[config.mk]
export PLATFORM = sky130hd
export DESIGN_NAME = fpu_unit
export DESIGN_NICKNAME = d
export VERILOG_FILES = /design/src/rtl/fpu_pkg.sv /design/src/rtl/fpu_round_pack.sv /design/src/rtl/fpu_unit.sv
export SDC_FILE = /design/constraint.sdc
export NUM_CORES = 2
export LEC_CHECK = 0
export BUFFER_PORTS_ARGS = -buffer_cell sky130_fd_sc_hd__clkbuf_2
export CAP_MARGIN = 20
export CORE_MARGIN = 2
export CORE_UTILIZATION = 60
export DETAILED_ROUTE_END_ITERATION = 10
export PLACE_DENSITY = 0.77
export SETUP_SLACK_MARGIN = 0.02
export SLEW_MARGIN = 20
export SYNTH_ARGS = -nofsm -noshare
export SYNTH_HDL_FRONTEND = slang
export SYNTH_SLANG_ARGS = --single-unit
[constraint.sdc]
create_clock -name CLK -period 18.8 [get_ports CLK]
set_input_delay 0.94 -clock CLK [delete_from_list [all_inputs] [get_ports CLK]]
set_output_delay 0.94 -clock CLK [all_outputs]
set_load 0.01 [all_outputs]
[src/rtl/fpu_pkg.sv]
// Shared definitions for the binary32 arithmetic unit: opcodes, field
// widths, special constants, the unpacked-operand record and small helpers.
package fpu_pkg;

    localparam logic [1:0] OP_ADD = 2'b00;
    localparam logic [1:0] OP_SUB = 2'b01;
    localparam logic [1:0] OP_MUL = 2'b10;
    localparam logic [1:0] OP_DIV = 2'b11;

    localparam int EXP_W  = 8;
    localparam int FRAC_W = 23;
    localparam int BIAS   = 127;

    // Exponent arithmetic is done in 11-bit signed so that multiply
    // (up to +256) and divide (down to -254) never wrap.
    localparam logic signed [10:0] BIAS_S = 11'(BIAS);

    localparam logic [31:0] QNAN    = 32'h7FC0_0000;
    localparam logic [31:0] POS_INF = 32'h7F80_0000;

    typedef struct packed {
        logic              sign;
        logic [EXP_W-1:0]  exp;
        logic [FRAC_W:0]   mant;     // hidden bit included
        logic              is_zero;  // true zero or flushed subnormal
        logic              is_inf;
        logic              is_nan;
    } fp_unpacked_t;

    // Split a binary32 word into fields; subnormals are flushed to zero.
    function automatic fp_unpacked_t fp_unpack(input logic [31:0] v);
        fp_unpacked_t u;
        u.sign    = v[31];
        u.is_zero = (v[30:23] == 8'h00);
        u.is_inf  = (v[30:23] == 8'hFF) && (v[22:0] == 23'd0);
        u.is_nan  = (v[30:23] == 8'hFF) && (v[22:0] != 23'd0);
        u.exp     = u.is_zero ? 8'h00 : v[30:23];
        u.mant    = u.is_zero ? 24'h00_0000 : {1'b1, v[22:0]};
        return u;
    endfunction

    // Leading-zero count of a 28-bit vector (28 when the vector is zero).
    function automatic logic [4:0] lzc28(input logic [27:0] v);
        logic [4:0] n;
        n = 5'd28;
        for (int i = 0; i < 28; i++) begin
            if (v[i]) begin
                n = 5'(27 - i);
            end
        end
        return n;
    endfunction

endpackage

[src/rtl/fpu_round_pack.sv]
// Round-to-nearest-even and pack stage shared by add, multiply and divide.
// Input significand is 27 bits {1.mant[23 bits], guard, round, sticky} with
// the leading one at bit 26; exponent is unbiased. Handles the mantissa
// carry from rounding, overflow to signed Inf and underflow to signed zero.
module fpu_round_pack
    import fpu_pkg::*;
(
    input  logic               in_sign,
    input  logic signed [10:0] in_exp,
    input  logic [26:0]        in_sig,
    input  logic               in_zero,
    output logic [31:0]        out_val
);

    logic               round_up;
    logic [24:0]        mant_rnd;
    logic [22:0]        frac;
    logic signed [10:0] exp_adj;
    logic signed [10:0] biased;

    // Round, renormalise on carry-out, then range-check the biased exponent.
    always_comb begin
        round_up = in_sig[2] & (in_sig[3] | in_sig[1] | in_sig[0]);
        mant_rnd = {1'b0, in_sig[26:3]} + {24'd0, round_up};
        if (mant_rnd[24]) begin
            frac    = mant_rnd[23:1];
            exp_adj = in_exp + 11'sd1;
        end else begin
            frac    = mant_rnd[22:0];
            exp_adj = in_exp;
        end
        biased = exp_adj + BIAS_S;
        if (in_zero || (biased <= 11'sd0)) begin
            out_val = {in_sign, 31'd0};
        end else if (biased >= 11'sd255) begin
            out_val = {in_sign, 31'd0} | POS_INF;
        end else begin
            out_val = {in_sign, biased[7:0], frac};
        end
    end

endmodule

[src/rtl/fpu_unit.sv]
// Two-stage binary32 add/sub/mul/div unit. Edge k registers the operands
// and opcode; edge k+1 registers the rounded result. One op per clock.
// Build option: define FPU_DIV_EN to include the divider; without it the
// divide opcode returns the canonical quiet NaN with the same latency.
module fpu_unit
    import fpu_pkg::*;
(
    input  logic        CLK,
    input  logic        RST_N,
    input  logic [31:0] Operand1,
    input  logic [31:0] Operand2,
    input  logic [1:0]  Operation,
    output logic [31:0] Result
);

    logic [31:0] a_q, a_d;
    logic [31:0] b_q, b_d;
    logic [1:0]  op_q, op_d;
    logic [31:0] result_q, result_d;

    fp_unpacked_t ua, ub;
    logic         b_sign_eff;

    logic         spec_hit;
    logic [31:0]  spec_val;

    logic               add_sign, add_zero;
    logic signed [10:0] add_exp;
    logic [26:0]        add_sig;

    logic               mul_sign, mul_zero;
    logic signed [10:0] mul_exp;
    logic [26:0]        mul_sig;

`ifdef FPU_DIV_EN
    logic               div_sign, div_zero;
    logic signed [10:0] div_exp;
    logic [26:0]        div_sig;
`endif

    logic               rp_sign, rp_zero;
    logic signed [10:0] rp_exp;
    logic [26:0]        rp_sig;
    logic [31:0]        rp_val;

    // Stage 1 next-state: sample the operand bus every cycle.
    always_comb begin
        a_d  = Operand1;
        b_d  = Operand2;
        op_d = Operation;
    end

    // Decode both captured operands; subtraction is addition with B negated.
    always_comb begin
        ua         = fp_unpack(a_q);
        ub         = fp_unpack(b_q);
        b_sign_eff = ub.sign ^ (op_q == OP_SUB);
    end

    // NaN/Inf/zero combinations that bypass the arithmetic datapath.
    always_comb begin
        spec_hit = 1'b0;
        spec_val = 32'd0;
        if (ua.is_nan || ub.is_nan) begin
            spec_hit = 1'b1;
            spec_val = QNAN;
        end else begin
            case (op_q)
                OP_ADD, OP_SUB: begin
                    if (ua.is_inf && ub.is_inf) begin
                        spec_hit = 1'b1;
                        spec_val = (ua.sign != b_sign_eff) ? QNAN
                                                           : ({ua.sign, 31'd0} | POS_INF);
                    end else if (ua.is_inf) begin
                        spec_hit = 1'b1;
                        spec_val = {ua.sign, 31'd0} | POS_INF;
                    end else if (ub.is_inf) begin
                        spec_hit = 1'b1;
                        spec_val = {b_sign_eff, 31'd0} | POS_INF;
                    end else if (ua.is_zero && ub.is_zero) begin
                        // Only (-0)+(-0) keeps a negative sign.
                        spec_hit = 1'b1;
                        spec_val = {ua.sign & b_sign_eff, 31'd0};
                    end
                end
                OP_MUL: begin
                    if ((ua.is_zero && ub.is_inf) || (ua.is_inf && ub.is_zero)) begin
                        spec_hit = 1'b1;
                        spec_val = QNAN;
                    end else if (ua.is_inf || ub.is_inf) begin
                        spec_hit = 1'b1;
                        spec_val = {ua.sign ^ ub.sign, 31'd0} | POS_INF;
                    end else if (ua.is_zero || ub.is_zero) begin
                        spec_hit = 1'b1;
                        spec_val = {ua.sign ^ ub.sign, 31'd0};
                    end
                end
                default: begin
`ifdef FPU_DIV_EN
                    if ((ua.is_zero && ub.is_zero) || (ua.is_inf && ub.is_inf)) begin
                        spec_hit = 1'b1;
                        spec_val = QNAN;
                    end else if (ua.is_inf || ub.is_zero) begin
                        spec_hit = 1'b1;
                        spec_val = {ua.sign ^ ub.sign, 31'd0} | POS_INF;
                    end else if (ub.is_inf || ua.is_zero) begin
                        spec_hit = 1'b1;
                        spec_val = {ua.sign ^ ub.sign, 31'd0};
                    end
`else
                    spec_hit = 1'b1;
                    spec_val = QNAN;
`endif
                end
            endcase
        end
    end

    // Add/sub: swap so the larger magnitude leads, align the smaller one with
    // sticky collection, add or subtract, then normalise by leading zeros.
    always_comb begin
        logic        a_bigger, big_sign, sml_sign, eff_sub, sticky;
        logic [7:0]  big_exp, sml_exp, exp_diff;
        logic [23:0] big_mant, sml_mant;
        logic [26:0] big_ext, sml_ext, aligned, lost_mask;
        logic [27:0] sum, norm;
        logic [4:0]  lz;

        a_bigger = {ua.exp, ua.mant} >= {ub.exp, ub.mant};
        big_sign = a_bigger ? ua.sign    : b_sign_eff;
        sml_sign = a_bigger ? b_sign_eff : ua.sign;
        big_exp  = a_bigger ? ua.exp     : ub.exp;
        sml_exp  = a_bigger ? ub.exp     : ua.exp;
        big_mant = a_bigger ? ua.mant    : ub.mant;
        sml_mant = a_bigger ? ub.mant    : ua.mant;
        eff_sub  = big_sign ^ sml_sign;
        exp_diff = big_exp - sml_exp;
        big_ext  = {big_mant, 3'b000};
        sml_ext  = {sml_mant, 3'b000};

        lost_mask = 27'd0;
        if (exp_diff > 8'd26) begin
            aligned = 27'd0;
            sticky  = |sml_mant;
        end else begin
            aligned   = sml_ext >> exp_diff;
            lost_mask = (27'd1 << exp_diff) - 27'd1;
            sticky    = |(sml_ext & lost_mask);
        end
        aligned[0] = aligned[0] | sticky;

        sum = eff_sub ? ({1'b0, big_ext} - {1'b0, aligned})
                      : ({1'b0, big_ext} + {1'b0, aligned});
        lz   = lzc28(sum);
        norm = sum << lz;

        add_exp  = $signed({3'b000, big_exp}) - BIAS_S + 11'sd1 - $signed({6'd0, lz});
        add_sig  = {norm[27:2], |norm[1:0]};
        add_zero = (sum == 28'd0);
        add_sign = add_zero ? 1'b0 : big_sign;   // exact cancellation is +0
    end

    // Multiply: 24x24 product, normalise by at most one position.
    always_comb begin
        logic [47:0]        prod;
        logic signed [10:0] exp_base;

        prod     = 48'(ua.mant) * 48'(ub.mant);
        exp_base = $signed({3'b000, ua.exp}) + $signed({3'b000, ub.exp}) - BIAS_S - BIAS_S;
        if (prod[47]) begin
            mul_sig = {prod[47:22], |prod[21:0]};
            mul_exp = exp_base + 11'sd1;
        end else begin
            mul_sig = {prod[46:21], |prod[20:0]};
            mul_exp = exp_base;
        end
        mul_sign = ua.sign ^ ub.sign;
        mul_zero = ua.is_zero | ub.is_zero;
    end

`ifdef FPU_DIV_EN
    // Divide: unrolled restoring division, 27 quotient bits plus sticky.
    always_comb begin
        logic [24:0]        div_rem;
        logic [26:0]        div_q;
        logic               rem_sticky;
        logic signed [10:0] exp_base;

        div_rem = {1'b0, ua.mant};
        div_q   = 27'd0;
        for (int i = 26; i >= 0; i--) begin
            if (div_rem >= {1'b0, ub.mant}) begin
                div_q[i] = 1'b1;
                div_rem  = div_rem - {1'b0, ub.mant};
            end
            div_rem = div_rem << 1;
        end
        rem_sticky = (div_rem != 25'd0);
        exp_base   = $signed({3'b000, ua.exp}) - $signed({3'b000, ub.exp});
        if (div_q[26]) begin
            div_sig = {div_q[26:1], div_q[0] | rem_sticky};
            div_exp = exp_base;
        end else begin
            div_sig = {div_q[25:0], rem_sticky};
            div_exp = exp_base - 11'sd1;
        end
        div_sign = ua.sign ^ ub.sign;
        div_zero = ua.is_zero;
    end
`endif

    // Route the selected path into the single shared rounder.
    always_comb begin
        case (op_q)
            OP_ADD, OP_SUB: begin
                rp_sign = add_sign;
                rp_exp  = add_exp;
                rp_sig  = add_sig;
                rp_zero = add_zero;
            end
`ifdef FPU_DIV_EN
            OP_DIV: begin
                rp_sign = div_sign;
                rp_exp  = div_exp;
                rp_sig  = div_sig;
                rp_zero = div_zero;
            end
`endif
            default: begin
                rp_sign = mul_sign;
                rp_exp  = mul_exp;
                rp_sig  = mul_sig;
                rp_zero = mul_zero;
            end
        endcase
    end

    fpu_round_pack u_round_pack (
        .in_sign (rp_sign),
        .in_exp  (rp_exp),
        .in_sig  (rp_sig),
        .in_zero (rp_zero),
        .out_val (rp_val)
    );

    // Stage 2 next-state: special-case result wins over the rounded value.
    always_comb begin
        result_d = spec_hit ? spec_val : rp_val;
    end

    // Pipeline registers with asynchronous clear.
    always_ff @(posedge CLK or negedge RST_N) begin
        if (!RST_N) begin
            a_q      <= 32'd0;
            b_q      <= 32'd0;
            op_q     <= 2'b00;
            result_q <= 32'd0;
        end else begin
            a_q      <= a_d;
            b_q      <= b_d;
            op_q     <= op_d;
            result_q <= result_d;
        end
    end

    assign Result = result_q;

endmodule

==> results.md <==
| Quantity | Reported | Unit |
| --- | --- | --- |
| Global route overflow | 0 | - |
| Register-to-Register Setup Slack | 820 | ps |
| Setup skew after layout | 23.9 | ps |
| Chip Height | 247 | µm |
| Count of flip-flops with a built-in enable after synthesis | 0 | - |
| Placeable core area | 58700 | µm² |
| Routed length per placed instance | 24.8 | µm |
| Final net count | 5240 | - |
| Largest family of logic cells by synthesized area | adder cells | - |
| Die footprint | 60900 | µm² |
| CP Class | flop to flop | - |
| Row Count | 89 | - |
| Total of endpoints with negative setup slack in the final report | 0 | - |
| Crit Path Max Fanout | 45 | - |
| Master cell of the clock root buffer | sky130_fd_sc_hd__clkbuf_16 | - |
| Max-Cap Viols | 0 | - |
| Largest net degree at the start of global routing | 71 | - |
| Highest clock frequency the design can meet | 0.0556 | GHz |
| Global-route total usage across every layer | 0.425 | - |
| Detailed-route via count | 33742 | - |
| Total wire length after detailed routing | 128 | mm |
| Register area share after synthesis | 0.0693 | - |
| Sink count of the clock tree | 98 | - |
| Worst path setup slack after routing | 825 | ps |
| Crit. End Element | flop | - |
| Clock-pin slew of the registers on the worst-case setup and hold paths | 100 | ps |
| Final critical path time including I/O delays and setup | 17980 | ps |
| Buffering stage count on the worst path with inverters included | 4 | - |
| Hpwl dp | 101 | mm |
| Clock insertion delay at the later pin of the skew report | 420 | ps |
| Gpl congestion | 1.05 | - |
| Critical path arrival | 18280 | ps |
| Status | finished clean | - |
| Global-route wire length before repair | 195 | mm |
| H-Tree Depth | 3 | - |
| Via/cell ratio | 6.55 | - |
| Crit path max-delay family | simple AND/OR/NAND/NOR gates | - |
| Total clock buffers created by CTS | 9 | - |
| Final cycle utilization of the critical path | 0.956 | - |
| Detailed-router iteration count before antenna repair | 7 | - |
| Synthesized-area fraction occupied by ao, oa, aoi and oai cells | 0.172 | - |
| Total nets after synthesis | 5306 | - |
| Launching element type of the critical path | flop | - |
| Number of standard cells in the final layout excluding fillers | 5150 | - |
| Number of hold buffers added after CTS | 0 | - |
| Cell count after synthesis | 4435 | - |
| Post-route DRC | 0 | - |
| Dpl ws | 866 | ps |
| Critical Path RT | 19100 | ps |
| Buffers from clock root to sink, at most | 2 | - |
| Simple-Gate Fraction of Synth Area | 0.204 | - |
| Synth warn | 0 | - |
| Adder-cell area share of the yosys netlist | 0.387 | - |
| Worst Hold Slack | 559 | ps |
| Crit-path max cell delay | 700 | ps |
| Fraction of synthesized area in multiplexers | 0.0325 | - |
| Slew Limit Headroom | 0.172 | - |
| Design Area, Final | 36800 | µm² |
| Cell total after placement | 5127 | - |
| Main flop type after synthesis | sky130_fd_sc_hd__dfrtp_1 | - |
| First-iteration detailed-routing DRC count | 4285 | - |
| Cell area after synthesis | 35400 | µm² |
| Number of nets with antenna violations after routing | 0 | - |
| Cell area reported after detailed placement | 36400 | µm² |
| Starting density of the core | 0.603 | - |
| Count of pins over their slew limit | 0 | - |
| Xor/xnor cell area share of the yosys netlist | 0.0314 | - |
| Count of pins on the block boundary | 100 | - |
| Port Buffer Count | 99 | - |
| Average instance area after synthesis | 7.98 | µm² |
| Vias in the first global route | 32516 | - |
| Slew @ Worst Pin | 1240 | ps |
| Area delta synth->final | 3.98 | % |
| Slowest stage cell on the critical path | sky130_fd_sc_hd__nor4b_1 | - |
| Synth async-reset ratio | 1.00 | - |
| # fillers | 5262 | - |
| Number of endpoints with negative hold slack in the final report | 0 | - |
| Initial antenna violation count | 7 | - |
| Total of flip-flops plus latches after synthesis | 98 | - |
| Number of distinct library cells after synthesis | 119 | - |
| Layout cell share with drive strength beyond 1 | 0.0736 | - |
| TritonCTS clock tree | yes | - |
| Die width | 247 | µm |
| Path category of the worst min-delay check | primary input to asynchronous set/reset pin | - |
==> kinds of logic after synthesis <==
kind of cell / count (synthesis)
and+or+nand+nor: 1497
buffers and inverters: 952
AOI/OAI and AO/OA: 857
adders and majority gates: 803
xor gates and xnor gates: 125
muxes: 103
DFF: 98
==> repair_timing <==
action	CTS	global route
hold endpoints to repair	0	0
endpoints found under the setup margin	0	31
buffers inserted	0	3
gates resized for setup	0	6
==> sequential cells by signal, indices dropped and copies added (netlist names) <==
register and count:
Result 32, a_q 32, b_q 32, op_q 2
==> cell type report <==
cell class                      instances  area (µm²)  share of cell area
Timing Repair inverter                  1        5.00            0.000136
Antenna cell                            3        7.51            0.000204
Tap cell                              773         967              0.0263
Multi-Input combinational cell       3385       29400               0.798
Clock inverter                          7        83.8             0.00228
Timing Repair Buffer                  170        1040              0.0284
Clock buffer                            9         225             0.00612
Sequential cell                        98        2450              0.0667
Inverter                              704        2650              0.0720
==> metrics by stage <==
stage / TNS, ps / util
finish: 0 / 0.627
global route: -73.9 / 0.627
floorplan: 0 / -
global placement: 0 / 0.621
detailed placement: 0 / 0.621
CTS: 0 / 0.626
==> placed cells by master (no fill, tap or decap), drive strengths merged, types with 106 or more instances in the layout <==
cell type  instances
o21ai            143
inv              703
ha               318
and3             142
nand2            597
clkbuf           107
fa               485
and2             106
a21oi            193
nor2             271
==> worst paths after layout <==
kind,cells after the start,startpoint,endpoint
min in group CLK,1,Operand1[10],a_q[10]$_DFF_PN0_
max in group asynchronous,2,RST_N,a_q[7]$_DFF_PN0_
max reg2reg,56,a_q[24]$_DFF_PN0_,Result[24]$_DFF_PN0_
min,1,RST_N,Result[16]$_DFF_PN0_
min reg2reg,4,a_q[31]$_DFF_PN0_,Result[31]$_DFF_PN0_
max,56,a_q[24]$_DFF_PN0_,Result[24]$_DFF_PN0_
==> cell usage after synthesis, types with 30 or more instances <==
cell type	count	share of area
sky130_fd_sc_hd__nor2_1	271	0.029
sky130_fd_sc_hd__nor3_1	85	0.012
sky130_fd_sc_hd__a21o_1	45	0.0095
sky130_fd_sc_hd__and2_1	103	0.018
sky130_fd_sc_hd__ha_1	318	0.11
sky130_fd_sc_hd__xnor2_1	90	0.022
sky130_fd_sc_hd__a21oi_1	186	0.026
sky130_fd_sc_hd__nand4_1	30	0.0053
sky130_fd_sc_hd__mux2i_1	68	0.019
sky130_fd_sc_hd__nand2_1	596	0.063
sky130_fd_sc_hd__nand3_1	66	0.0093
sky130_fd_sc_hd__fa_1	485	0.27
sky130_fd_sc_hd__inv_1	697	0.074
sky130_fd_sc_hd__a211oi_1	52	0.011
sky130_fd_sc_hd__o21ai_0	131	0.019
sky130_fd_sc_hd__and3_1	142	0.025
sky130_fd_sc_hd__clkbuf_1	194	0.021
sky130_fd_sc_hd__o211ai_1	54	0.011
sky130_fd_sc_hd__xor2_1	33	0.0082
sky130_fd_sc_hd__dfrtp_1	98	0.069
sky130_fd_sc_hd__nand2b_1	36	0.0064
sky130_fd_sc_hd__nor4_1	45	0.0080
==> routing by layer <==
| layer | GRT usage | routed length [µm] | up-vias |
|---|---|---|---|
| met5 | 0.00980 | 126 | - |
| met4 | 0.213 | 8020 | 10 |
| met3 | 0.147 | 17400 | 490 |
| met2 | 0.611 | 52600 | 2260 |
| met1 | 0.566 | 49700 | 16290 |
| li1 | - | - | 14692 |
Power is left out: the tool's default activity adds up to more than one toggle a clock period on the data nets, which glitch-free logic cannot reach.
